$ cat src/rtl/falafel_lsu.sv
// Free-list header load/store unit: walks allocator headers in memory and
// guards the free list with a spin lock word, one operation at a time.

package falafel_lsu_pkg;

    localparam int unsigned DATA_W = 64;

    typedef logic [2:0] lsu_op_t;

    localparam lsu_op_t LsuLoad   = 3'd0;
    localparam lsu_op_t LsuInsert = 3'd1;
    localparam lsu_op_t LsuDelete = 3'd2;
    localparam lsu_op_t LsuLock   = 3'd3;
    localparam lsu_op_t LsuUnlock = 3'd4;

    typedef struct packed {
        logic [DATA_W-1:0] addr;
        logic [DATA_W-1:0] size;
        logic [DATA_W-1:0] next_addr;
    } header_data_t;

    typedef struct packed {
        header_data_t header_data;
        lsu_op_t      lsu_op;
        logic         val;
    } header_data_req_t;

    typedef struct packed {
        header_data_t header_data;
        logic         val;
    } header_data_rsp_t;

endpackage

module falafel_lsu
    import falafel_lsu_pkg::*;
#(
    parameter logic [DATA_W-1:0] LOCK_ADDR      = '0,
    parameter logic [DATA_W-1:0] NEXT_OFFSET    = DATA_W'(DATA_W / 8),
    parameter int unsigned       BACKOFF_CYCLES = 4
) (
    input  logic              clk_i,
    input  logic              rst_ni,
    input  header_data_req_t  req_from_core_i,
    output logic              lsu_ready_o,
    output header_data_rsp_t  rsp_to_core_o,
    output logic              mem_req_o,
    output logic              mem_we_o,
    output logic [DATA_W-1:0] mem_addr_o,
    output logic [DATA_W-1:0] mem_wdata_o,
    input  logic              mem_gnt_i,
    input  logic              mem_rvalid_i,
    input  logic [DATA_W-1:0] mem_rdata_i
);

    localparam int unsigned     CntW    = (BACKOFF_CYCLES > 1) ? $clog2(BACKOFF_CYCLES) : 1;
    localparam logic [CntW-1:0] CntLoad = CntW'(BACKOFF_CYCLES - 1);

    localparam logic [3:0] StIdle        = 4'd0;
    localparam logic [3:0] StLockRd      = 4'd1;
    localparam logic [3:0] StLockBackoff = 4'd2;
    localparam logic [3:0] StLockWr      = 4'd3;
    localparam logic [3:0] StUnlockWr    = 4'd4;
    localparam logic [3:0] StRdSize      = 4'd5;
    localparam logic [3:0] StRdNext      = 4'd6;
    localparam logic [3:0] StWrSize      = 4'd7;
    localparam logic [3:0] StWrNext      = 4'd8;
    localparam logic [3:0] StWrPtr       = 4'd9;
    localparam logic [3:0] StRsp         = 4'd10;

    logic [3:0]        state_q, state_d;
    logic              rd_pend_q, rd_pend_d;
    logic [CntW-1:0]   cnt_q, cnt_d;
    header_data_t      hdr_q, hdr_d;
    lsu_op_t           op_q, op_d;
    logic [DATA_W-1:0] size_q, size_d;
    logic [DATA_W-1:0] next_q, next_d;

    logic              bus_req, bus_we;
    logic [DATA_W-1:0] bus_addr, bus_wdata;
    logic [DATA_W-1:0] next_ptr;
    logic              rd_state, rd_done;
    header_data_t      load_hdr;

    // Wraps modulo 2^DATA_W by construction.
    assign next_ptr = hdr_q.addr + NEXT_OFFSET;

    assign rd_state = (state_q == StLockRd) || (state_q == StRdSize) || (state_q == StRdNext);
    // rd_pend_q marks a granted read; rvalid outside that window is dropped.
    assign rd_done  = rd_state && rd_pend_q && mem_rvalid_i;

    always_comb begin
        state_d   = state_q;
        rd_pend_d = rd_pend_q;
        cnt_d     = cnt_q;
        hdr_d     = hdr_q;
        op_d      = op_q;
        size_d    = size_q;
        next_d    = next_q;
        bus_req   = 1'b0;
        bus_we    = 1'b0;
        bus_addr  = '0;
        bus_wdata = '0;

        if (rd_state) begin
            if (!rd_pend_q && mem_gnt_i) begin
                rd_pend_d = 1'b1;
            end else if (rd_done) begin
                rd_pend_d = 1'b0;
            end
        end

        case (state_q)
            StIdle: begin
                if (req_from_core_i.val) begin
                    hdr_d  = req_from_core_i.header_data;
                    op_d   = req_from_core_i.lsu_op;
                    size_d = '0;
                    next_d = '0;
                    case (req_from_core_i.lsu_op)
                        LsuLoad:   state_d = StRdSize;
                        LsuInsert: state_d = StWrSize;
                        LsuDelete: state_d = StWrPtr;
                        LsuLock:   state_d = StLockRd;
                        LsuUnlock: state_d = StUnlockWr;
                        default:   state_d = StRsp;
                    endcase
                end
            end
            StLockRd: begin
                bus_req  = !rd_pend_q;
                bus_addr = LOCK_ADDR;
                if (rd_done) begin
                    if (mem_rdata_i != '0) begin
                        state_d = StLockBackoff;
                        cnt_d   = CntLoad;
                    end else begin
                        state_d = StLockWr;
                    end
                end
            end
            StLockBackoff: begin
                if (cnt_q == '0) begin
                    state_d = StLockRd;
                end else begin
                    cnt_d = cnt_q - CntW'(1);
                end
            end
            StLockWr: begin
                bus_req   = 1'b1;
                bus_we    = 1'b1;
                bus_addr  = LOCK_ADDR;
                bus_wdata = DATA_W'(1);
                if (mem_gnt_i) state_d = StRsp;
            end
            StUnlockWr: begin
                bus_req   = 1'b1;
                bus_we    = 1'b1;
                bus_addr  = LOCK_ADDR;
                if (mem_gnt_i) state_d = StRsp;
            end
            StRdSize: begin
                bus_req  = !rd_pend_q;
                bus_addr = hdr_q.addr;
                if (rd_done) begin
                    size_d  = mem_rdata_i;
                    state_d = StRdNext;
                end
            end
            StRdNext: begin
                bus_req  = !rd_pend_q;
                bus_addr = next_ptr;
                if (rd_done) begin
                    next_d  = mem_rdata_i;
                    state_d = StRsp;
                end
            end
            StWrSize: begin
                bus_req   = 1'b1;
                bus_we    = 1'b1;
                bus_addr  = hdr_q.addr;
                bus_wdata = hdr_q.size;
                if (mem_gnt_i) state_d = StWrNext;
            end
            StWrNext, StWrPtr: begin
                bus_req   = 1'b1;
                bus_we    = 1'b1;
                bus_addr  = next_ptr;
                bus_wdata = hdr_q.next_addr;
                if (mem_gnt_i) state_d = StRsp;
            end
            StRsp: begin
                state_d = StIdle;
            end
            default: begin
                state_d = StIdle;
            end
        endcase
    end

    always_ff @(posedge clk_i or negedge rst_ni) begin
        if (!rst_ni) begin
            state_q   <= StIdle;
            rd_pend_q <= 1'b0;
            cnt_q     <= '0;
            hdr_q     <= '0;
            op_q      <= '0;
            size_q    <= '0;
            next_q    <= '0;
        end else begin
            state_q   <= state_d;
            rd_pend_q <= rd_pend_d;
            cnt_q     <= cnt_d;
            hdr_q     <= hdr_d;
            op_q      <= op_d;
            size_q    <= size_d;
            next_q    <= next_d;
        end
    end

    // Bus fields are forced to zero whenever no request is presented.
    assign mem_req_o   = bus_req;
    assign mem_we_o    = bus_req & bus_we;
    assign mem_addr_o  = bus_req ? bus_addr : '0;
    assign mem_wdata_o = bus_req ? bus_wdata : '0;

    // Gated by rst_ni so ready is low for the whole reset, not just after an edge.
    assign lsu_ready_o = rst_ni && (state_q == StIdle);

    always_comb begin
        load_hdr.addr      = hdr_q.addr;
        load_hdr.size      = size_q;
        load_hdr.next_addr = next_q;
    end

    always_comb begin
        rsp_to_core_o = '0;
        if (state_q == StRsp) begin
            rsp_to_core_o.val         = 1'b1;
            rsp_to_core_o.header_data = (op_q == LsuLoad) ? load_hdr : hdr_q;
        end
    end

endmodule
$ cat config.mk
export PLATFORM = sky130hd
export DESIGN_NAME = falafel_lsu
export DESIGN_NICKNAME = d
export VERILOG_FILES = /design/src/rtl/falafel_lsu.sv
export SDC_FILE = /design/constraint.sdc
export NUM_CORES = 1
export LEC_CHECK = 0
export CAP_MARGIN = 20
export CORE_AREA = 2 2 229 231
export DETAILED_ROUTE_END_ITERATION = 8
export DIE_AREA = 0 0 231 233
export GPL_TIMING_DRIVEN = 0
export PLACE_DENSITY = 0.69
export SLEW_MARGIN = 5
export SYNTH_ARGS = -nofsm -noshare
export SYNTH_HDL_FRONTEND = slang
export SYNTH_SLANG_ARGS = --single-unit
export TNS_END_PERCENT = 10
$ cat constraint.sdc
create_clock -name clk_i -period 2.5 [get_ports clk_i]
set_clock_uncertainty 0.05 [all_clocks]
set_input_delay 0.5 -clock clk_i [delete_from_list [all_inputs] [get_ports clk_i]]
set_output_delay 0.5 -clock clk_i [all_outputs]
set_load 0.01 [all_outputs]
* Word level (Yosys, flattened, before mapping) *
Cells that the tools add are included.

cells by class
  eq/ne operators = 23
  muxes and demuxes = 28
  add/subtract/negate cells = 2
  reductions and logical operators = 28
  divide/modulo/power cells = 0
  shifts and indexed selects = 0
  multipliers = 0
  bitwise operators = 1
  order comparisons = 0

operators with widths
  cell                   number
  $pmux 64 s2            3
  $mux 64                4
  $mux 193               1
  $pmux 64 s3            1
  $mux 128               1
  $add 64x4->64 const B  1
  $reduce_bool 64->1     1
  $mux 4                 7
  $pmux 4 s7             1
  $pmux 4 s5             1
  $eq 4x3->1 const B     4
  $ne 2x2->1 const B     7
  $eq 4x4->1 const B     3
  $eq 4x2->1 const B     2
  $reduce_bool 2->1      4
  $reduce_and 7->1       1
  $eq 3x2->1 const B     2
  $logic_not 3->1        2
  $mux 2                 3
  $reduce_and 3->1       2
  $reduce_or 3->1        2
  $reduce_or 5->1        1
  $eq 4x1->1 const B     1
  $logic_and 1x1->1      4
  other kinds (16)       23

word-level totals
  output and inout bits = 324
  input bits = 264
  memory bits (writable) = 0
  memory bits (read-only) = 0
  latch bits = 0
  register bits = 330
  word-level logic and storage cells = 91
  memories = 0

* Longest topological paths before layout *
Gate-level depths: netlist of run 1.

  depth in word-level cells = 7
  gate-level depth with buffers = 9
  mapped depth without buffers = 7

* Least setup slack after synthesis of run 1 *
OpenSTA, ideal clock, no wires.

  path kind = flip-flop to output port
  start = register state_q[2]
  end = output mem_addr_o[16]
  slack = -50 ps
  required time = 1950 ps
  data arrival time = 2000 ps
  cell stages (with the launch flop) = 9
  buffers on the path = 3
  path through = dfrtp_1 buf_6 or3b_1 buf_2 o31a_1 nor3_4 buf_6 a21oi_1 o21ai_0

between the ends
  cells in the longest elaborated chain, start to end = 4
  elaborated cells between the ends (all ways) = 15
  those cells by class = 8 x eq/ne; 3 x mux; 4 x reduce/logical

ends and longest elaborated chain
  element                                            RTL line  text
  start: declaration                                 71        logic [3:0] state_q, state_d;
  start signal: assignment                           203       state_q <= StIdle;
  start signal: assignment                           211       state_q <= state_d;
  $eq 4x4->1 (tied with other cells)                 113       case (state_q)
  $reduce_or 5->1 (no line) (tied with other cells)  -
  $pmux 1 s2 / $pmux 64 s2 (equally long branches)   113
  $mux 64 (*)                                        224       assign mem_addr_o = bus_req ? bus_addr : '0;
  end: declaration                                   49        output logic [DATA_W-1:0] mem_addr_o,

Mark *: on every way between the ends. The rest lies on a longest branch, timed or not.

* Worst setup path in the final report of run 1 *
  start = register state_q[2]
  end = output mem_addr_o[62]

Same word-level chain as after synthesis.

==> run summary, run 1 <==
Outcome - finished, violations left
Violated checks - hold timing, setup timing
Std-Cell Rows - 83
Die span in y - 233 um
Number of max-slew violations in the final report - 0
Sequential area share after synthesis - 0.451
Combinational Power Share - 0.467
Register clock-pin slew on the reported worst setup and hold paths - 0.06 ns
Clock buffer count from CTS - 39
Maximum number of pins on one net before global-route repair - 115
Synth Instances - 2469
Routed wire length - 91.0 mm
Max VDD drop - 0.535 mV
Pwr Density - 968 nW/um^2
Sw power - 0.0124 W
DR pass1 iterations - 6
Worst slew pin tran - 1.17 ns
WL/cell - 23.2 um
Final Critical Period - 3.47 ns
Worst Path Class, Setup - reg -> out
TritonCTS clock tree - yes
DRC Markers - 0
Leak Pwr - 13.2 nW
Pint - 0.0157 W
# clock sinks - 330
Yosys warnings - 0
Core footprint - 51100 um^2
Crit path DAT - 2.92 ns
Nets - 3477
Via/cell ratio - 5.52
Yosys top cell by area - dfrtp_1
Setup_tns - -335.22 ns
Sequential Power Share - 0.322
Initial Utilization - 0.359
Clock Path Buffers - 3
Crit end category - output pin
# fillers - 4685
I/O Pins - 588
Reg2reg end - hdr_q[177]
Ranking of synthesized cells by area - dfrtp_1 45%, nand2_1 23%, a21oi_1 4.6%
GR Overflow Total - 0
Worst Hold Slack - -0.0469 ns
1st-iter DRT viols - 1694
Reg2reg path depth - 7
Die width - 231 um
Mapped Nets - 2735
Clk_lat worst skew - 0.58 ns
ANT nets after route - 0
Headroom to the max-slew limit - 0.217
Gp weighted congestion - 0.969
Global Route Usage Sum - 0.323
Post-DP HPWL - 67.9 mm
Setup violators final - 644
Worst setup slack after layout - -0.974 ns
Endpoints failing hold - 51
Yosys top cell area share - 0.451
Critical Path RT - 1.95 ns
Final instance area - 29000 um^2
Fmax - 288 MHz
Vias in the first global route - 21288
RSZ-0062 raised after global routing - true
Placed Area - 25200 um^2
DR vias - 21673
Clock root buffer - clkbuf_16
#FFs+latches synth - 330
Synth Area per Inst - 7.42 um^2
Clk pwr share - 0.211
Maxcap violations - 0
Post-synth cell types - 78
Top FF cell, synth - dfrtp_1
Initial antenna violation count - 19
Overall die area - 53800 um^2
RR Startpoint - state_q[3]
H-tree levels - 2
Path type of the worst min-delay path - in -> async
R2R Setup Slk - -0.92 ns
Final period util - 1.39
Async S/R FF share, synth - 1.00
Area grow syn2layout - 58.1%
Switch share - 0.440
Fraction of layout cells with a size suffix above 1 - 0.191
Worst setup SP type - flop
Synthesized cell area - 18300 um^2
Number of flops mapped to enable cells by yosys - 0
First-pass GRT wire length - 132 mm
Worst Path Max Fanout - 6
Buffers on Ports - 587
==> metrics by stage <==
step                      utilization  instances  total power (W)  setup slack (ns)  hold slack [ns]
after detailed placement        0.492       3741           0.0195             -1.86            0.405
after global placement          0.490       3736           0.0193            -13.76            0.401
after global routing            0.567       3923           0.0295             -1.04           0.0165
after CTS                       0.546       3870           0.0267            -0.964          -0.0476
final                           0.567       3927           0.0281            -0.974          -0.0469
after floorplan                     -       2469           0.0142           -0.0429            0.154
==> cells in the final DEF, fill, tap and decap left out, types with 53 or more instances in the layout <==
| cell type | n |
|---|---|
| clkdlybuf4s50_1 | 409 |
| buf_2 | 88 |
| nand3_1 | 82 |
| clkbuf_1 | 76 |
| dfrtp_1 | 301 |
| buf_4 | 99 |
| a22o_1 | 63 |
| a21oi_1 | 115 |
| buf_6 | 57 |
| o21ai_0 | 94 |
| dlygate4sd2_1 | 53 |
| nand2_1 | 1108 |
==> sequential cells by signal, summed over array words and instances (netlist names) <==
register / flops
cnt_q: 2
size_q: 64
state_q: 4
hdr_q: 192
op_q: 3
next_q: 64
rd_pend_q: 1
==> worst max path at each step <==
stage / slack [ns] / cells after the start / start / end
global placement: -13.76 / 1 / rst_ni / hdr_q[132]
CTS: -0.96 / 9 / state_q[2] / mem_addr_o[62]
floorplan: -0.04 / 8 / state_q[2] / mem_addr_o[20]
detailed placement: -1.86 / 7 / state_q[0] / mem_addr_o[49]
global route: -1.04 / 9 / state_q[2] / mem_addr_o[62]
finish: -0.97 / 9 / state_q[2] / mem_addr_o[62]
==> cell usage after synthesis, types with 8 or more instances <==
library cell	instances
nand2_1	1113
dfrtp_1	330
a21oi_1	169
clkbuf_1	140
o21ai_0	102
nand3_1	96
a22o_1	64
nor2_1	56
and2_1	54
nand4_1	38
nor4_1	33
buf_2	32
inv_1	28
or3_1	18
a31oi_1	14
nor3_1	14
o211ai_1	10
a311oi_1	9
o31ai_1	8
or4_1	8
==> power by group through the flow <==
stage / clock, W / sequential (W) / combinational (W)
finish: 0.00593 / 0.00903 / 0.0131
CTS: 0.00602 / 0.00892 / 0.0118
global placement: 0 / 0.00875 / 0.0105
global route: 0.00621 / 0.00921 / 0.0141
detailed placement: 0 / 0.00879 / 0.0107
floorplan: 0 / 0.00814 / 0.00604
==> kinds of logic (layout without fill, tap and decap cells) <==
group / count (synthesis) / count (layout) / share of synthesized area
simple gates: 1480 / 1480 / 0.347
fa+ha+maj: 2 / 2 / 0.00136
compound gates: 432 / 432 / 0.147
xor+xnor: 1 / 1 / 0.000478
flops: 330 / 330 / 0.451
mux: 6 / 6 / 0.00362
buf+inv: 218 / 989 / 0.0499
other cells: 0 / 7 / 0
==> critical path: stages (launching register included) <==
cell and delay (ns):
dfrtp_1 0.39, buf_6 0.14, or3b_1 0.36, buf_6 0.15, o31ai_4 0.08, nand3_4 0.20, buf_6 0.16, or4_4 0.49
o211ai_1 0.16, buf_2 0.21
==> layout make-up <==
type                       count  area (um^2)  share of cell area
multi-input combinational   1921        10300               0.356
inverter                      28          116             0.00402
antenna                        7         17.5            0.000605
timing repair buffer         706         6650               0.229
buffer                       185         1440              0.0497
clock buffer                  56         1110              0.0383
sequential                   330         8290               0.286
clock inverter                14          181             0.00626
tap                          680          851              0.0294
==> layer usage <==
metal  GRT usage  vias to the layer above  routed length, um
li1            -                     9754                  -
met1       0.394                    10521              35000
met5           0                        -                164
met2       0.540                     1115              43500
met3      0.0776                      259               7890
met4       0.150                       24               4550
==> timing repair <==
action                     CTS  global route
gates cloned                 2             4
hold endpoints to repair    56             5
pin swaps                   50            32
resized for setup          547           494
setup buffers               62            46
setup endpoints to repair  625           643
Power figures use the tool's default switching activity.
==> inputs of run 2 (changes only) <==
--- a/config.mk
+++ b/config.mk
@@ -11,6 +11,7 @@
 export DIE_AREA = 0 0 231 233
 export GPL_TIMING_DRIVEN = 0
 export PLACE_DENSITY = 0.69
+export SKIP_LAST_GASP = 1
 export SLEW_MARGIN = 5
 export SYNTH_ARGS = -nofsm -noshare
 export SYNTH_HDL_FRONTEND = slang
==> run 2 against run 1 <==
  * The run still ends with hold timing, setup timing left
  * Sequential power about the same
  * Final area is 0.44% higher
  * First-iteration DRC count is 0.41% lower
  * Clock power is essentially flat
  * Critical path depth rose by 1
  * Count of clock-buffer cells in the layout did not move
  * Via count down 0.22%
  * Sequential cell count stayed put
  * Setup slack worse by 0.0017 ns
  * Largest cell class unchanged
  * Largest power group unchanged
==> run summary, run 2 (synthesized netlist as in run 1, its figures left out) <==
Worst Path Max Fanout - 6 (unchanged)
Number of max-slew violations in the final report - 0 (unchanged)
Buffers on Ports - 587 (unchanged)
Commonest non-fill, non-tap cell in the layout - nand2_1
DR pass1 iterations - 5 (-1)
Headroom to the max-slew limit - 0.169 (-0.0480)
Clock Path Buffers - 3 (unchanged)
Final instance area - 29100 um^2 (+0.44%)
CP max stage delay - 0.39 ns (-0.10 ns)
Routed wire length - 90.8 mm (-0.23%)
First-pass GRT wire length - 131 mm (-0.16%)
Core footprint - 51100 um^2 (unchanged)
Via/cell ratio - 5.50 (-0.37%)
M1 GR Usage - 0.393 (-0.00117)
Outcome - finished, violations left
Fmax - 288 MHz (about the same)
Largest reg by FF count - hdr_q
Worst setup slack after layout - -0.976 ns (-0.00167 ns)
Fraction of layout cells with a size suffix above 1 - 0.180 (-0.0111)
Util after Layout - 0.570 (+0.00247)
Critical Path RT - 1.95 ns (about the same)
Worst slew pin tran - 1.25 ns (+0.0720 ns)
DR vias - 21625 (-0.22%)
TritonCTS clock tree - yes
1st-iter DRT viols - 1687 (-0.41%)
Most frequent cells in the layout - 1109 x nand2_1, 447 x clkdlybuf4s50_1, 306 x dfrtp_1
Clk_lat worst skew - 0.58 ns (about the same)
Max VDD drop - 0.530 mV (-0.97%)
Leak Pwr - 13.1 nW (-1.0%)
Clock buffer count from CTS - 39 (unchanged)
DRC Markers - 0 (unchanged)
Die span in y - 233 um (unchanged)
Cells along the critical path - buf_6 -> or3b_1 -> buf_6 -> o21ai_4 -> buf_12 -> clkbuf_8 -> buf_12 -> a21oi_1 -> a211oi_2 -> dlygate4sd2_1
I/O Pins - 588 (unchanged)
Clock root buffer - clkbuf_16
Reg2reg path depth - 7 (unchanged)
Placed Area - 25200 um^2 (unchanged)
Nets - 3482 (+0.14%)
RSZ-0062 raised after global routing - true
Met3 Use GR - 0.0783 (+0.000735)
Regs by FF count - hdr_q: 192 flops, next_q: 64 flops, size_q: 64 flops
Reg2reg end - hdr_q[177]
ANT nets after route - 0 (unchanged)
Register clock-pin slew on the reported worst setup and hold paths - 0.06 ns (about the same)
Global Route Usage Sum - 0.323 (-0.000424)
Total power - 0.0281 W (+0.24%)
Post-DP HPWL - 67.9 mm (unchanged)
Setup violators final - 642 (-0.31%)
GR Overflow Total - 0 (unchanged)
R2R Setup Slk - -0.89 ns (+0.03 ns)
Area grow syn2layout - 58.8%
# clock sinks - 330 (unchanged)
Initial Utilization - 0.359 (unchanged)
Final Critical Period - 3.48 ns (+0.00167 ns)
Final period util - 1.39 (about the same)
Worst Path Class, Setup - reg -> out
Path type of the worst min-delay path - in -> async
Violated checks - hold timing, setup timing
H-tree levels - 2 (unchanged)
Worst Hold Slack - -0.0446 ns (+0.00229 ns)
Overall die area - 53800 um^2 (unchanged)
RR Startpoint - state_q[3]
Met2 usage - 0.541 (+0.00131)
GRT busiest layer - met2
Pre-CTS setup slack - -1.86 ns (unchanged)
Pwr Density - 967 nW/um^2 (-0.20%)
WL/cell - 23.1 um (-0.39%)
Vias in the first global route - 21248 (-0.19%)
Crit end category - output pin
Initial antenna violation count - 18 (-1)
Critical Path Slowest Stage Cell - dlygate4sd2_1
Die width - 231 um (unchanged)
Worst setup SP type - flop
Std-Cell Rows - 83 (unchanged)
Gp weighted congestion - 0.969 (unchanged)
Endpoints failing hold - 53 (+3.9%)
Maximum number of pins on one net before global-route repair - 115 (unchanged)
Largest register FFs - 192 (unchanged)
Maxcap violations - 0 (unchanged)
Crit path DAT - 2.93 ns (about the same)
-- run 2: cell types whose count changed in the layout (fill, tap and decap cells not counted), moves of 7 or more --
cell,before,now
a21oi_1,115,108
a21oi_2,31,21
a21oi_4,23,40
buf_2,88,60
buf_4,99,114
clkdlybuf4s15_2,17,6
clkdlybuf4s50_1,409,447
-- run 2: critical path, delay by kind of cell, from the launching register on --
kind,cells,cell delay [ns]
buffers and inverters,6,1.08
flip-flops,1,0.37
AND/OR/NAND/NOR,1,0.38
AO/OA/AOI/OAI,3,0.50
-- run 2: routing by layer --
layer / part of all wire / wire [um] / vias up
met2: 0.48 / 43300 / 1090
li1: - / - / 9771
met1: 0.39 / 35000 / 10489
met3: 0.088 / 7970 / 251
met4: 0.048 / 4360 / 24
met5: 0.0018 / 161 / -
-- run 2: timing repair --
item / 4_1_cts / 5_1_grt
endpoints found under the setup margin: 625 / 643
buffers inserted: 62 / 53
endpoints found under the hold margin: 56 / 5
resized for setup: 449 / 458
pin swaps: 42 / 15
cloned: 2 / 2
-- run 2: through the flow --
step	cells	setup TNS, ns
3_5_place_dp	3741	-454.34
3_3_place_gp	3736	-5010.64
6_report	3933	-355.12
5_1_grt	3928	-413.46
2_1_floorplan	2469	-0.551
4_1_cts	3870	-372.91
-- run 2: cell type report --
cell class                      instances  area (um^2)
Tap cell                              680          851
Antenna cell                            8         20.0
Timing Repair Buffer                  711         6830
Sequential cell                       330         8290
Multi-Input combinational cell       1921        10400
Fill cell                            4689        22000
Buffer                                185         1340
Inverter                               28          111
Clock buffer                           56         1110
Clock inverter                         14          181
-- run 2: how the worst max path moves through the flow --
stage                    start  cells after the start             end
floorplan           state_q[2]                      8  mem_addr_o[20]
global placement        rst_ni                      1      hdr_q[132]
detailed placement  state_q[0]                      7  mem_addr_o[49]
CTS                 state_q[2]                      9  mem_addr_o[62]
global route        state_q[0]                      5   mem_addr_o[4]
finish              state_q[2]                     10  mem_addr_o[18]
-- run 2: where the power goes --
| group | switching (W) | total (W) | internal [W] |
|---|---|---|---|
| logic | 0.00792 | 0.0132 | 0.00525 |
| registers | 0.00197 | 0.00902 | 0.00705 |
| clock network | 0.00250 | 0.00593 | 0.00343 |
| total | 0.0124 | 0.0281 | 0.0157 |
